`src/rtl/sincos_nco_sched_if.sv`:
```
// Bus bundle for sincos_nco_sched: register-side writes, datapath issue/return, sample output.
// The master side is the control logic plus interpolator; the slave side is the scheduler.
interface sincos_nco_sched_if #(
   parameter int NCH = 4,
   parameter int PW  = 32,
   parameter int NBO = 23
);
   localparam int CW = $clog2(NCH);

   logic                  freq_we;
   logic [CW-1:0]         freq_ch;
   logic [PW-1:0]         freq_d;
   logic [NCH-1:0]        phase_clr;
   logic [NCH-1:0]        ch_en;
   logic [PW-1:0]         dp_phase;
   logic                  dp_valid;
   logic signed [NBO-1:0] dp_o;
   logic signed [NBO-1:0] o;
   logic [CW-1:0]         o_ch;
   logic                  o_valid;

   modport master (
      output freq_we, freq_ch, freq_d, phase_clr, ch_en, dp_o,
      input  dp_phase, dp_valid, o, o_ch, o_valid
   );

   modport slave (
      input  freq_we, freq_ch, freq_d, phase_clr, ch_en, dp_o,
      output dp_phase, dp_valid, o, o_ch, o_valid
   );
endinterface

```
`src/rtl/sincos_nco_sched.sv`:
```
// Round-robin NCO scheduler sharing one sincos interpolator across NCH channels.
// Define SINCOS_NCO_DITHER_EN to add LFSR phase dither below the interpolator's 14 phase bits.
module sincos_nco_sched #(
   parameter int NCH    = 4,
   parameter int PW     = 32,
   parameter int NBO    = 23,
   parameter int DP_LAT = 5
) (
   input logic               c,
   input logic               r,
   sincos_nco_sched_if.slave bus
);
   localparam int CW = $clog2(NCH);

   logic [CW-1:0]         slot_q, slot_d;
   logic [PW-1:0]         acc_q [NCH];
   logic [PW-1:0]         acc_d [NCH];
   logic [PW-1:0]         freq_word_q [NCH];
   logic [PW-1:0]         freq_word_d [NCH];
   logic [NCH-1:0]        clr_pend_q, clr_pend_d;
   logic [PW-1:0]         dp_phase_q, dp_phase_d;
   logic                  dp_valid_q, dp_valid_d;
   logic [CW-1:0]         dp_ch_q, dp_ch_d;
   logic [DP_LAT-1:0]     tag_v_q, tag_v_d;
   logic [CW-1:0]         tag_ch_q [DP_LAT];
   logic [CW-1:0]         tag_ch_d [DP_LAT];
   logic signed [NBO-1:0] o_q, o_d;
   logic [CW-1:0]         o_ch_q, o_ch_d;
   logic                  o_valid_q, o_valid_d;

   logic                  issue;
   logic                  clr_hit;
   logic [PW-1:0]         base_phase;

`ifdef SINCOS_NCO_DITHER_EN
   localparam int DW = (PW - 14 > 16) ? 16 : PW - 14;
   logic [15:0] lfsr_q, lfsr_d;
   logic [PW-1:0] dither;

   always_comb begin
      lfsr_d = lfsr_q;
      if (issue) begin
         lfsr_d = {1'b0, lfsr_q[15:1]} ^ (lfsr_q[0] ? 16'hB400 : 16'h0000);
      end
      dither = {{(PW-DW){1'b0}}, lfsr_q[DW-1:0]};
   end

   always_ff @(posedge c) begin
      if (r) lfsr_q <= 16'hACE1;
      else   lfsr_q <= lfsr_d;
   end
`endif

   always_comb begin
      slot_d      = slot_q + CW'(1);
      acc_d       = acc_q;
      freq_word_d = freq_word_q;
      clr_pend_d  = clr_pend_q | bus.phase_clr;
      dp_phase_d  = dp_phase_q;
      dp_valid_d  = 1'b0;
      dp_ch_d     = dp_ch_q;
      issue       = bus.ch_en[slot_q];
      clr_hit     = clr_pend_q[slot_q];
      base_phase  = clr_hit ? '0 : acc_q[slot_q];

      // The issuing addition below reads freq_word_q, so a same-clock write lands next visit.
      if (bus.freq_we) freq_word_d[bus.freq_ch] = bus.freq_d;

      if (issue) begin
         dp_valid_d = 1'b1;
         dp_ch_d    = slot_q;
`ifdef SINCOS_NCO_DITHER_EN
         dp_phase_d = base_phase + dither;
`else
         dp_phase_d = base_phase;
`endif
         if (clr_hit) begin
            acc_d[slot_q]      = freq_word_q[slot_q];
            clr_pend_d[slot_q] = bus.phase_clr[slot_q];
         end else begin
            acc_d[slot_q] = acc_q[slot_q] + freq_word_q[slot_q];
         end
      end
   end

   always_comb begin
      tag_v_d     = '0;
      tag_v_d[0]  = dp_valid_q;
      tag_ch_d[0] = dp_ch_q;
      for (int i = 1; i < DP_LAT; i++) begin
         tag_v_d[i]  = tag_v_q[i-1];
         tag_ch_d[i] = tag_ch_q[i-1];
      end
      o_valid_d = tag_v_q[DP_LAT-1];
      o_d       = o_q;
      o_ch_d    = o_ch_q;
      if (tag_v_q[DP_LAT-1]) begin
         o_d    = bus.dp_o;
         o_ch_d = tag_ch_q[DP_LAT-1];
      end
   end

   always_ff @(posedge c) begin
      if (r) begin
         slot_q      <= '0;
         acc_q       <= '{default: '0};
         freq_word_q <= '{default: '0};
         clr_pend_q  <= '0;
         dp_phase_q  <= '0;
         dp_valid_q  <= 1'b0;
         dp_ch_q     <= '0;
         tag_v_q     <= '0;
         tag_ch_q    <= '{default: '0};
         o_q         <= '0;
         o_ch_q      <= '0;
         o_valid_q   <= 1'b0;
      end else begin
         slot_q      <= slot_d;
         acc_q       <= acc_d;
         freq_word_q <= freq_word_d;
         clr_pend_q  <= clr_pend_d;
         dp_phase_q  <= dp_phase_d;
         dp_valid_q  <= dp_valid_d;
         dp_ch_q     <= dp_ch_d;
         tag_v_q     <= tag_v_d;
         tag_ch_q    <= tag_ch_d;
         o_q         <= o_d;
         o_ch_q      <= o_ch_d;
         o_valid_q   <= o_valid_d;
      end
   end

   assign bus.dp_phase = dp_phase_q;
   assign bus.dp_valid = dp_valid_q;
   assign bus.o        = o_q;
   assign bus.o_ch     = o_ch_q;
   assign bus.o_valid  = o_valid_q;
endmodule
```
`src/flat_wrapper.sv`:
```
// flat-port wrapper written by rule: the top's interface ports become plain ports
module sincos_nco_sched_flat 
#(
   parameter int NCH    = 4,
   parameter int PW     = 32,
   parameter int NBO    = 23,
   parameter int DP_LAT = 5
)
  (c, r, bus_freq_we, bus_freq_ch, bus_freq_d, bus_phase_clr, bus_ch_en, bus_dp_o, bus_dp_phase, bus_dp_valid, bus_o, bus_o_ch, bus_o_valid);
  sincos_nco_sched_if #(.NCH(NCH), .PW(PW), .NBO(NBO)) bus_i ();
  input logic c;
  input logic r;
  input wire logic [$bits(bus_i.freq_we)-1:0] bus_freq_we;
  input wire logic [$bits(bus_i.freq_ch)-1:0] bus_freq_ch;
  input wire logic [$bits(bus_i.freq_d)-1:0] bus_freq_d;
  input wire logic [$bits(bus_i.phase_clr)-1:0] bus_phase_clr;
  input wire logic [$bits(bus_i.ch_en)-1:0] bus_ch_en;
  input wire logic [$bits(bus_i.dp_o)-1:0] bus_dp_o;
  output wire logic [$bits(bus_i.dp_phase)-1:0] bus_dp_phase;
  output wire logic [$bits(bus_i.dp_valid)-1:0] bus_dp_valid;
  output wire logic [$bits(bus_i.o)-1:0] bus_o;
  output wire logic [$bits(bus_i.o_ch)-1:0] bus_o_ch;
  output wire logic [$bits(bus_i.o_valid)-1:0] bus_o_valid;
  assign bus_i.freq_we = bus_freq_we;
  assign bus_i.freq_ch = bus_freq_ch;
  assign bus_i.freq_d = bus_freq_d;
  assign bus_i.phase_clr = bus_phase_clr;
  assign bus_i.ch_en = bus_ch_en;
  assign bus_i.dp_o = bus_dp_o;
  assign bus_dp_phase = bus_i.dp_phase;
  assign bus_dp_valid = bus_i.dp_valid;
  assign bus_o = bus_i.o;
  assign bus_o_ch = bus_i.o_ch;
  assign bus_o_valid = bus_i.o_valid;
  sincos_nco_sched #(.NCH(NCH), .PW(PW), .NBO(NBO), .DP_LAT(DP_LAT)) u_core (.c(c), .r(r), .bus(bus_i));
endmodule
```
`config.mk`:
```
export PLATFORM = sky130hd
export DESIGN_NAME = sincos_nco_sched_flat
export DESIGN_NICKNAME = d
export VERILOG_FILES = /design/src/rtl/sincos_nco_sched_if.sv /design/src/rtl/sincos_nco_sched.sv /design/src/flat_wrapper.sv
export SDC_FILE = /design/constraint.sdc
export NUM_CORES = 1
export LEC_CHECK = 0
export BUFFER_PORTS_ARGS = -buffer_cell sky130_fd_sc_hd__buf_2
export CAP_MARGIN = 25
export CORE_MARGIN = 5
export CORE_UTILIZATION = 60
export DETAILED_ROUTE_END_ITERATION = 6
export GPL_ROUTABILITY_DRIVEN = 1
export MAX_ROUTING_LAYER = met4
export PLACE_DENSITY = 0.79
export REMOVE_ABC_BUFFERS = 1
export SLEW_MARGIN = 30
export SYNTH_ARGS = -nofsm -noshare
export SYNTH_HDL_FRONTEND = slang
export SYNTH_SLANG_ARGS = --single-unit
```
`constraint.sdc`:
```
create_clock -name c -period 4.6 [get_ports c]
set_input_delay 0.23 -clock c [delete_from_list [all_inputs] [get_ports c]]
set_output_delay 0.23 -clock c [all_outputs]
set_load 0.01 [all_outputs]
```
==> key figures, run 1 <==
Placement
  • Post-detail-place hpwl: 25,700 um
  • Final GP Congestion: 0.930
  • Placed Instances: 2,069
  • Port Buffers: ~130

Global route
  • GRT overflow: 0
  • First-pass GRT wire length: 65,500 um
  • Initial antenna violation count: 0
  • Largest net degree at the start of global routing: 160
  • GR Util All Layers: 28.2%
  • Vias in the first global route: 12,800

Worst setup path
  • Most used cell, CP: o2111ai_1
  • R2R Path End: u_core.acc_q[56]
  • Cell Chain, Critical Path: buf_4, mux4_2, ha_1, and2b_1, o2111ai_1, a211oi_1, o2111ai_1, a21oi_1, xor2_1, nand2_1, a311oi_1
  • Reg2reg path depth: 11
  • Worst Setup End Kind: flop
  • Register-to-register setup slack: ~460 ps
  • Reg-to-Reg Start: u_core.slot_q[0]
  • Worst path required time: 5010 ps
  • CP startpoint kind: flop
  • Setup CP Type: reg2reg
  • CP arrival: 4550 ps
  • Crit path max-delay cell type: dfxtp_4
  • Slowest stage delay, CP: between 700 and 800 ps
  • Worst Path Max Fanout: 27

CTS
  • Clk pin slew, worst setup/hold paths: 60 ps
  • H-tree depth: 2
  • Max Root-Sink Buffers: 3
  • Skew-Pair Late Insertion Delay: 520 ps
  • Root Driver: clkbuf_16
  • Hold-fix buffers, CTS: 54
  • Clock sinks: 338
  • # Post-CTS Setup Buffers: 0
  • Post_cts resized: 0
  • CTS tree: yes
  • Cts bufs inserted: 36

Pwr
  • Lkg Pwr: between 6 and 7 nW
  • Seq pwr share: 44.0%
  • Peak VDD IR: 0.331 mV
  • Combinational power share: 15.6%
  • Power density over cell area: around 400 mW/mm^2
  • Sw Share: 27.0%
  • P_sw: 1.94 mW
  • Clk pwr share: 40.4%
  • P_int: ~5.3 mW

Floorplan
  • Die ar.: about 0.029 mm^2
  • Die Width: about 170 um
  • Core region area: 0.0252 mm^2
  • Die Ht: roughly 170 um
  • I/O Pins: 127
  • # rows: 58
  • Initial Utilization: 60.9%

Min path
  • Hold path endpoint: u_core.freq_word_q[49]
  • Hold path startpoint: bus_freq_d[17]
  • Hold Crit Depth: 3
  • Min-delay worst type: in2reg

STA
  • Final Skew: 12.0 ps
  • Crit share post-route: 90.1%
  • Count of final max-slew check failures: 0
  • TNS Setup: 0 ps
  • Final Hold Fails: 0
  • Pin slew with the least headroom to its limit: 977 ps
  • Setup violations, final: 0
  • Slew HR: 34.9%
  • Fmax: around 0.24 GHz
  • Tmin final: 4140 ps
  • RSZ-0062 raised after global routing: no

Layout
  • Layout area overhead: 16.8%
  • Most frequent cells in the layout: 346 x nand2_1, 336 x dfxtp_1, 198 x a21oi_1
  • Nets@finish: 1,935
  • Filler instances: ~1,900
  • Multi-input gate area: between 0.007 and 0.008 mm^2
  • Share of cells above drive strength 1: 16.9%
  • N_diodes: 0
  • Most common library cell in the layout ignoring fill and taps: nand2_1
  • Layout Cells excl Fill: about 2,200
  • Register area: slightly below 0.007 mm^2

Route
  • Initial DRC Count: 1,138
  • Vias per cell: 5.97
  • Avg WL per Cell: 18.3 um
  • Via count: 13,100
  • Drt drc: 0
  • Final wirelength: 40,100 um
  • DRT Pass-1 Iters: 5
  • Remaining antenna violation count: 0

Yosys
  • Ys Warns: 0
  • Netlist Area Pre-Place: around 0.015 mm^2
  • Synth Flop Type: dfxtp_1
  • Synth async-reset ratio: 0%
  • Average size of a mapped cell: ~8.9 um^2
  • Mapped Cells: 1,722
  • Register area share after synthesis: 44.1%
  • Synth Register Bits: between 300 and 400
  • Number of flops mapped to enable cells by yosys: 0
  • Post-synth cell types: 65

Run
  • MaxCap Viol Count: 0

Status
  • Outcome: finished, final reports clean
[logic make-up after synthesis]
group                    after synthesis  share of synthesized area, %
multiplexers                         105                          12.2
AND/OR/NAND/NOR                      646                          17.7
buffers and inverters                150                          4.08
XOR/XNOR                              17                         0.971
flip-flops                           338                          44.1
AO/OA/AOI/OAI                        430                          18.0
adder cells (fa/ha/maj)               36                          2.99
[final cells by class]
type,count,area share [%]
clock buffers,54,6.04
clock inverters,12,0.727
inverters,12,0.252
repair buffers,209,8.23
multi-input cells,1234,44.6
flip-flops and latches,338,37.8
well taps,330,2.31
[metrics by stage]
step / instance area [um^2] / util [%] / setup slack, ps / total power [mW] / hold WS [ps]
floorplan: 14800 / - / -3670 / 3.93 / 297
global placement: 16200 / 64.2 / 615 / 4.27 / 416
detailed placement: 16200 / 64.2 / 519 / 4.30 / 425
CTS: 17900 / 71.1 / 500 / 7.23 / 3.16
global route: 17900 / 71.1 / 243 / 7.51 / 21.4
finish: 17900 / 71.1 / 457 / 7.21 / 9.82
[worst max-delay path by stage]
stage	depth (start not counted)	slack, ps	to	start
floorplan	4	-3670	u_core.acc_q[114]	u_core.slot_q[0]
global placement	11	610	u_core.acc_q[28]	u_core.slot_q[0]
detailed placement	11	520	u_core.acc_q[93]	u_core.slot_q[0]
CTS	11	500	u_core.acc_q[93]	u_core.slot_q[0]
global route	11	240	u_core.acc_q[56]	u_core.slot_q[0]
finish	11	460	u_core.acc_q[56]	u_core.slot_q[0]
[synth_stat cells, drive strengths merged (5+ instances only)]
master | n | area share, %
a211oi | 106 | 5.3
a21o | 21 | 1.0
a21oi | 205 | 7.0
a311oi | 13 | 0.74
and2 | 7 | 0.29
and3 | 5 | 0.20
buf | 34 | 1.2
clkbuf | 104 | 2.5
dfxtp | 338 | 44
ha | 35 | 2.9
inv | 12 | 0.29
mux2i | 37 | 2.4
mux4 | 65 | 9.5
nand2 | 346 | 8.5
nand2b | 6 | 0.24
nand3 | 43 | 1.4
nand3b | 9 | 0.44
nor2 | 176 | 4.3
nor2b | 18 | 0.73
nor3 | 10 | 0.33
o211ai | 6 | 0.39
o21a | 9 | 0.44
o21ai | 27 | 0.91
o31ai | 7 | 0.34
xnor2 | 10 | 0.57
xor2 | 7 | 0.40
[critical path, delay by kind of cell (launching register included)]
| family | cells | cell delay (ps) |
|---|---|---|
| simple gates | 2 | 360 |
| fa+ha+maj | 1 | 360 |
| mux | 1 | 540 |
| flops | 1 | 730 |
| compound gates | 5 | 1410 |
| xor+xnor | 1 | 290 |
| buf+inv | 1 | 340 |
[flip-flops by register name, summed over array words and instances (netlist names)]
name	count
u_core.tag_ch_q	2
u_core.bus.dp_valid	1
u_core.acc_q	128
u_core.bus.dp_phase	32
u_core.bus.o	23
u_core.tag_ch_d	8
u_core.dp_ch_q	2
u_core.bus.o_valid	1
u_core.clr_pend_q	4
u_core.bus.o_ch	2
u_core.tag_v_q	5
u_core.freq_word_q	128
u_core.slot_q	2
[power by group through the flow]
stage | Sequential (mW) | Clock (mW) | Combinational (mW)
3_5_place_dp | 3.23 | 0 | 1.06
6_report | 3.17 | 2.91 | 1.12
5_1_grt | 3.19 | 3.09 | 1.23
2_1_floorplan | 3.24 | 0 | 0.687
4_1_cts | 3.17 | 2.95 | 1.11
3_3_place_gp | 3.23 | 0 | 1.04
[per-layer routing]
layer	wire, um	GRT usage (%)
met1	17400	37.6
met2	19300	46.3
met3	2750	3.58
met4	599	6.65
met5	0	-
Power figures use the tool's default switching activity.
==> inputs of run 2 (changes only) <==
Settings changed: PLACE_DENSITY 0.79 to 0.8.
==> key figures, run 2 (synthesis gave the netlist of run 1 again) <==
Status
  • Outcome: finished, final reports clean

Route
  • Remaining antenna violation count: 0
  • Initial DRC Count: between 900 and 1,000
  • Drt drc: 0
  • Via count: ~13,000
  • DRT Pass-1 Iters: 5
  • Final wirelength: 39,500 um
  • Avg WL per Cell: approximately 18 um
  • Vias per cell: 6.06

Floorplan
  • Die ar.: 0.0289 mm^2
  • Die Width: roughly 170 um
  • Core region area: between 0.02 and 0.03 mm^2
  • Initial Utilization: 60.9%
  • I/O Pins: 127
  • Die Ht: ~170 um
  • # rows: 58

Worst setup path
  • Setup CP Type: reg2reg
  • Worst Path Max Fanout: 21
  • Slowest stage delay, CP: 650 ps
  • CP startpoint kind: flop
  • Worst path required time: between 4000 and 5000 ps
  • Most used cell, CP: a21oi_2
  • Cell Chain, Critical Path: buf_4, mux4_2, ha_1, and4_1, a21oi_2, a21oi_2, or2_2, and3_1, o41ai_2, a211oi_1
  • Crit path max-delay cell type: dfxtp_4
  • Worst Setup End Kind: flop
  • CP arrival: 4370 ps
  • Reg2reg path depth: 10

CTS
  • Hold-fix buffers, CTS: 49
  • Clk pin slew, worst setup/hold paths: 70 ps
  • H-tree depth: 2
  • CTS tree: yes
  • Skew-Pair Late Insertion Delay: 510 ps
  • # Post-CTS Setup Buffers: 0
  • Max Root-Sink Buffers: 3
  • Root Driver: clkbuf_16
  • Cts bufs inserted: 34
  • Clock sinks: approximately 340
  • Post_cts resized: 0

Pwr
  • Sw Share: 26.2%
  • Power density over cell area: 407 mW/mm^2
  • P_sw: 1.90 mW
  • Lkg Pwr: 6.69 nW
  • Combinational power share: 15.3%
  • Clk pwr share: 41.0%
  • Seq pwr share: between 40% and 50%
  • Peak VDD IR: 0.264 mV
  • P_int: 5.36 mW

Layout
  • Layout area overhead: 16.2%
  • N_diodes: 0
  • Register area: 0.00677 mm^2
  • Layout Cells excl Fill: 2,171
  • Most common library cell in the layout ignoring fill and taps: nand2_1
  • Final Util: 70.8%
  • Most frequent cells in the layout: 346 x nand2_1, 336 x dfxtp_1, 198 x a21oi_1
  • Multi-input gate area: 0.00799 mm^2
  • Share of cells above drive strength 1: 16.6%
  • Filler instances: 1,897
  • Nets@finish: 1,922

STA
  • Final Skew: 12.9 ps
  • Crit share post-route: a little under 90%
  • Final Hold Fails: 0
  • Slew HR: approximately a third
  • RSZ-0062 raised after global routing: no
  • Setup ws final: 567 ps
  • Pin slew with the least headroom to its limit: 1010 ps
  • Setup violations, final: 0
  • Count of final max-slew check failures: 0
  • TNS Setup: 0 ps
  • Fmax: approximately 0.25 GHz
  • Fin Hold WS: 13.9 ps
  • Tmin final: around 4000 ps

Min path
  • Hold Crit Depth: 3
  • Min-delay worst type: in2reg

Run
  • MaxCap Viol Count: 0

Placement
  • Post-detail-place hpwl: 25,200 um
  • Port Buffers: roughly 130
  • Place WS: 634 ps
  • Placed Instances: around 2,100
  • Final GP Congestion: 0.924

Global route
  • First-pass GRT wire length: 64,400 um
  • Vias in the first global route: 12,600
  • GRT overflow: 0
  • Initial antenna violation count: 0
  • GR Util All Layers: 27.6%
  • Largest net degree at the start of global routing: 150
[run 2: cell types whose count changed in the layout (fill, tap and decap cells not counted), sizes merged]
| cell | delta |
|---|---|
| clkbuf | -7 |
| buf | -6 |
| dlygate4sd3 | -5 |
| bufinv | +4 |
| clkinv | -4 |
| clkinvlp | -1 |
| inv | +1 |
[run 2: worst paths after layout]
| check | start | to | slack [ps] |
|---|---|---|---|
| setup / recovery | u_core.slot_q[0] | u_core.acc_q[125] | 570 |
| hold / removal | bus_freq_d[19] | u_core.freq_word_q[19] | 10 |
| setup reg to reg | u_core.slot_q[0] | u_core.acc_q[125] | 570 |
| hold reg to reg | u_core.tag_ch_d[6] | u_core.tag_ch_d[4] | 440 |
[run 2: layer usage]
metal  global-route usage (%)  vias up  wire length, um
met1                     37.1     6310            17300
met2                     45.0      509            18700
met3                     3.55       60             2700
met5                        -        -                0
li1                         -     6279                -
met4                     6.34        0              720
[run 2: stage by stage]
stage / cell area, um^2 / power (mW)
2_1_floorplan: 14800 / 3.93
3_5_place_dp: 16100 / 4.29
6_report: 17800 / 7.26
5_1_grt: 17800 / 7.55
4_1_cts: 17800 / 7.29
3_3_place_gp: 16100 / 4.26
[run 2: critical path: cells and delay by family, from the launching register on]
| kind | cells | cell delay, ps |
|---|---|---|
| flip-flops | 1 | 650 |
| AND/OR/NAND/NOR | 3 | 820 |
| AO/OA/AOI/OAI | 4 | 1020 |
| buffers and inverters | 1 | 340 |
| multiplexers | 1 | 600 |
| adder cells (fa/ha/maj) | 1 | 410 |
[run 2: power groups by stage]
stage | logic (mW) | registers, mW | clock network [mW]
floorplan | 0.687 | 3.24 | 0
global placement | 1.03 | 3.22 | 0
detailed placement | 1.06 | 3.23 | 0
CTS | 1.10 | 3.17 | 3.02
global route | 1.22 | 3.19 | 3.14
finish | 1.11 | 3.17 | 2.97
[run 2: area by class of cell]
| cell class | instances | share of cell area (%) |
|---|---|---|
| flip-flops and latches | 338 | 38.0 |
| multi-input cells | 1234 | 44.8 |
| clock buffers | 47 | 5.56 |
| clock inverters | 12 | 1.24 |
| inverters | 12 | 0.253 |
| repair buffers | 198 | 7.81 |
| well taps | 330 | 2.32 |
==> inputs of run 3 (changes only) <==
Settings changed: GPL_TIMING_DRIVEN from default to 0.
Clock period 4.6 ns to 4.21 ns, I/O delays scaled along.
==> key figures, run 3 (synthesis gave the netlist of run 1 again) <==
Pwr
  • Power density over cell area: 427 mW/mm^2
  • Peak VDD IR: 0.322 mV
  • Clk pwr share: about two fifths
  • P_int: 5.65 mW
  • Combinational power share: between 10% and 20%
  • P_sw: approximately 2.1 mW
  • Lkg Pwr: 6.78 nW
  • Sw Share: 26.9%
  • Seq pwr share: roughly 45%

Worst setup path
  • Worst Setup End Kind: flop
  • CP arrival: 4410 ps
  • Setup CP Type: reg2reg
  • Worst path required time: 4560 ps
  • Worst Path Max Fanout: 27
  • CP startpoint kind: flop

Min path
  • Min-delay worst type: in2reg

STA
  • Setup violations, final: 0
  • Slew HR: between 40% and 50%
  • TNS Setup: 0 ps
  • Fin Hold WS: 25.6 ps
  • Count of final max-slew check failures: 0
  • Tmin final: ~4100 ps
  • Final Skew: 13.4 ps
  • Fmax: 0.246 GHz
  • Pin slew with the least headroom to its limit: 842 ps
  • Final Hold Fails: 0
  • Crit share post-route: 96.5%

Status
  • Outcome: finished, final reports clean

Run
  • MaxCap Viol Count: 0

Layout
  • Most frequent cells in the layout: 346 x nand2_1, 335 x dfxtp_1, 196 x a21oi_1
  • Share of cells above drive strength 1: 17.0%
  • Layout area overhead: 18.0%
  • Nets@finish: 1,932
  • Most common library cell in the layout ignoring fill and taps: nand2_1
  • N_diodes: 0
  • Layout Cells excl Fill: 2,178

CTS
  • Max Root-Sink Buffers: 3
  • Clk pin slew, worst setup/hold paths: 60 ps
  • CTS tree: yes
  • Root Driver: clkbuf_16
  • H-tree depth: 2
  • Cts bufs inserted: 35
  • Clock sinks: 338
  • Skew-Pair Late Insertion Delay: 510 ps

Route
  • Vias per cell: 6.00
  • Remaining antenna violation count: 0
  • Initial DRC Count: 1,003
  • Drt drc: 0
  • Avg WL per Cell: 18.1 um
  • Via count: about 13,000
  • Final wirelength: 39,500 um
  • DRT Pass-1 Iters: 5

Placement
  • Placed Instances: 2,061
  • Post-detail-place hpwl: around 25,000 um
  • Final GP Congestion: 0.886
  • Port Buffers: 126

Floorplan
  • Die Width: 170 um
  • Die Ht: ~170 um
  • Initial Utilization: 60.9%
  • Core region area: 0.0252 mm^2
  • # rows: 58
  • I/O Pins: approximately 130
  • Die ar.: 0.0289 mm^2

Global route
  • Initial antenna violation count: 0
  • GR Util All Layers: 27.3%
  • Vias in the first global route: about 13,000
  • First-pass GRT wire length: 63,500 um
  • GRT overflow: 0
  • Largest net degree at the start of global routing: 123
==> run 3: cell count changes in the layout (fill, tap and decap cells not counted), sizes merged <==
cell,change
dlygate4sd3,+6
bufinv,-4
clkinv,+1
buf,+2
clkbuf,+2
==> run 3: area by class of cell <==
class	count	area (um^2)
Clock buffer	48	985
Clock inverter	9	101
Fill cell	1823	7090
Inverter	12	45.0
Multi-Input combinational cell	1234	8040
Sequential cell	338	6780
Tap cell	330	413
Timing Repair Buffer	207	1740
==> run 3: what timing repair did <==
action	in CTS	in global routing
setup buffers	1	3
pin swaps	0	2
endpoints found under the hold margin	148	0
setup endpoints to repair	4	18
hold buffers	55	0
gates resized for setup	3	5
gates cloned	0	1
==> run 3: final timing paths <==
| check | start | endpoint | slack, ps | cells past startpoint |
|---|---|---|---|---|
| max | u_core.slot_q[1] | u_core.acc_q[28] | 150 | 14 |
| min reg2reg | u_core.tag_ch_d[5] | u_core.tag_ch_d[3] | 440 | 1 |
| min | bus_phase_clr[2] | u_core.clr_pend_q[2] | 30 | 3 |
| max reg2reg | u_core.slot_q[1] | u_core.acc_q[28] | 150 | 14 |
==> run 3: per-layer routing <==
| layer | track usage (%) | wire length, um | vias up |
|---|---|---|---|
| met3 | 3.41 | 2760 | 72 |
| li1 | - | - | 6313 |
| met1 | 34.9 | 16800 | 6202 |
| met4 | 7.63 | 892 | 0 |
| met5 | - | 0 | - |
| met2 | 46.1 | 19000 | 486 |
==> run 3: power groups by stage <==
stage / registers [mW] / logic [mW] / clock network (mW)
floorplan: 3.54 / 0.750 / 0
global placement: 3.57 / 1.08 / 0
detailed placement: 3.52 / 1.21 / 0
CTS: 3.45 / 1.27 / 3.00
global route: 3.47 / 1.41 / 3.15
finish: 3.45 / 1.30 / 2.97
==> run 3: stage by stage <==
stage	setup WS, ps	utilization [%]	total power [mW]	instance area (um^2)
3_5_place_dp	-101	65.0	4.74	16400
5_1_grt	-42.8	71.9	8.03	18100
3_3_place_gp	-9820	62.7	4.65	15800
4_1_cts	51.1	71.6	7.73	18000
6_report	146	71.9	7.72	18100
2_1_floorplan	-4060	-	4.29	14800
==> run 3: worst max-delay path, stage by stage (launching register included) <==
cell	delay (ps)
dfxtp_4	460
buf_16	220
buf_16	230
mux4_2	270
ha_1	240
inv_1	80
fa_1	440
and2b_1	250
o2111ai_1	210
a211oi_2	330
o2111ai_2	220
a21oi_2	250
nand4_1	180
mux2i_2	350
a221oi_1	140
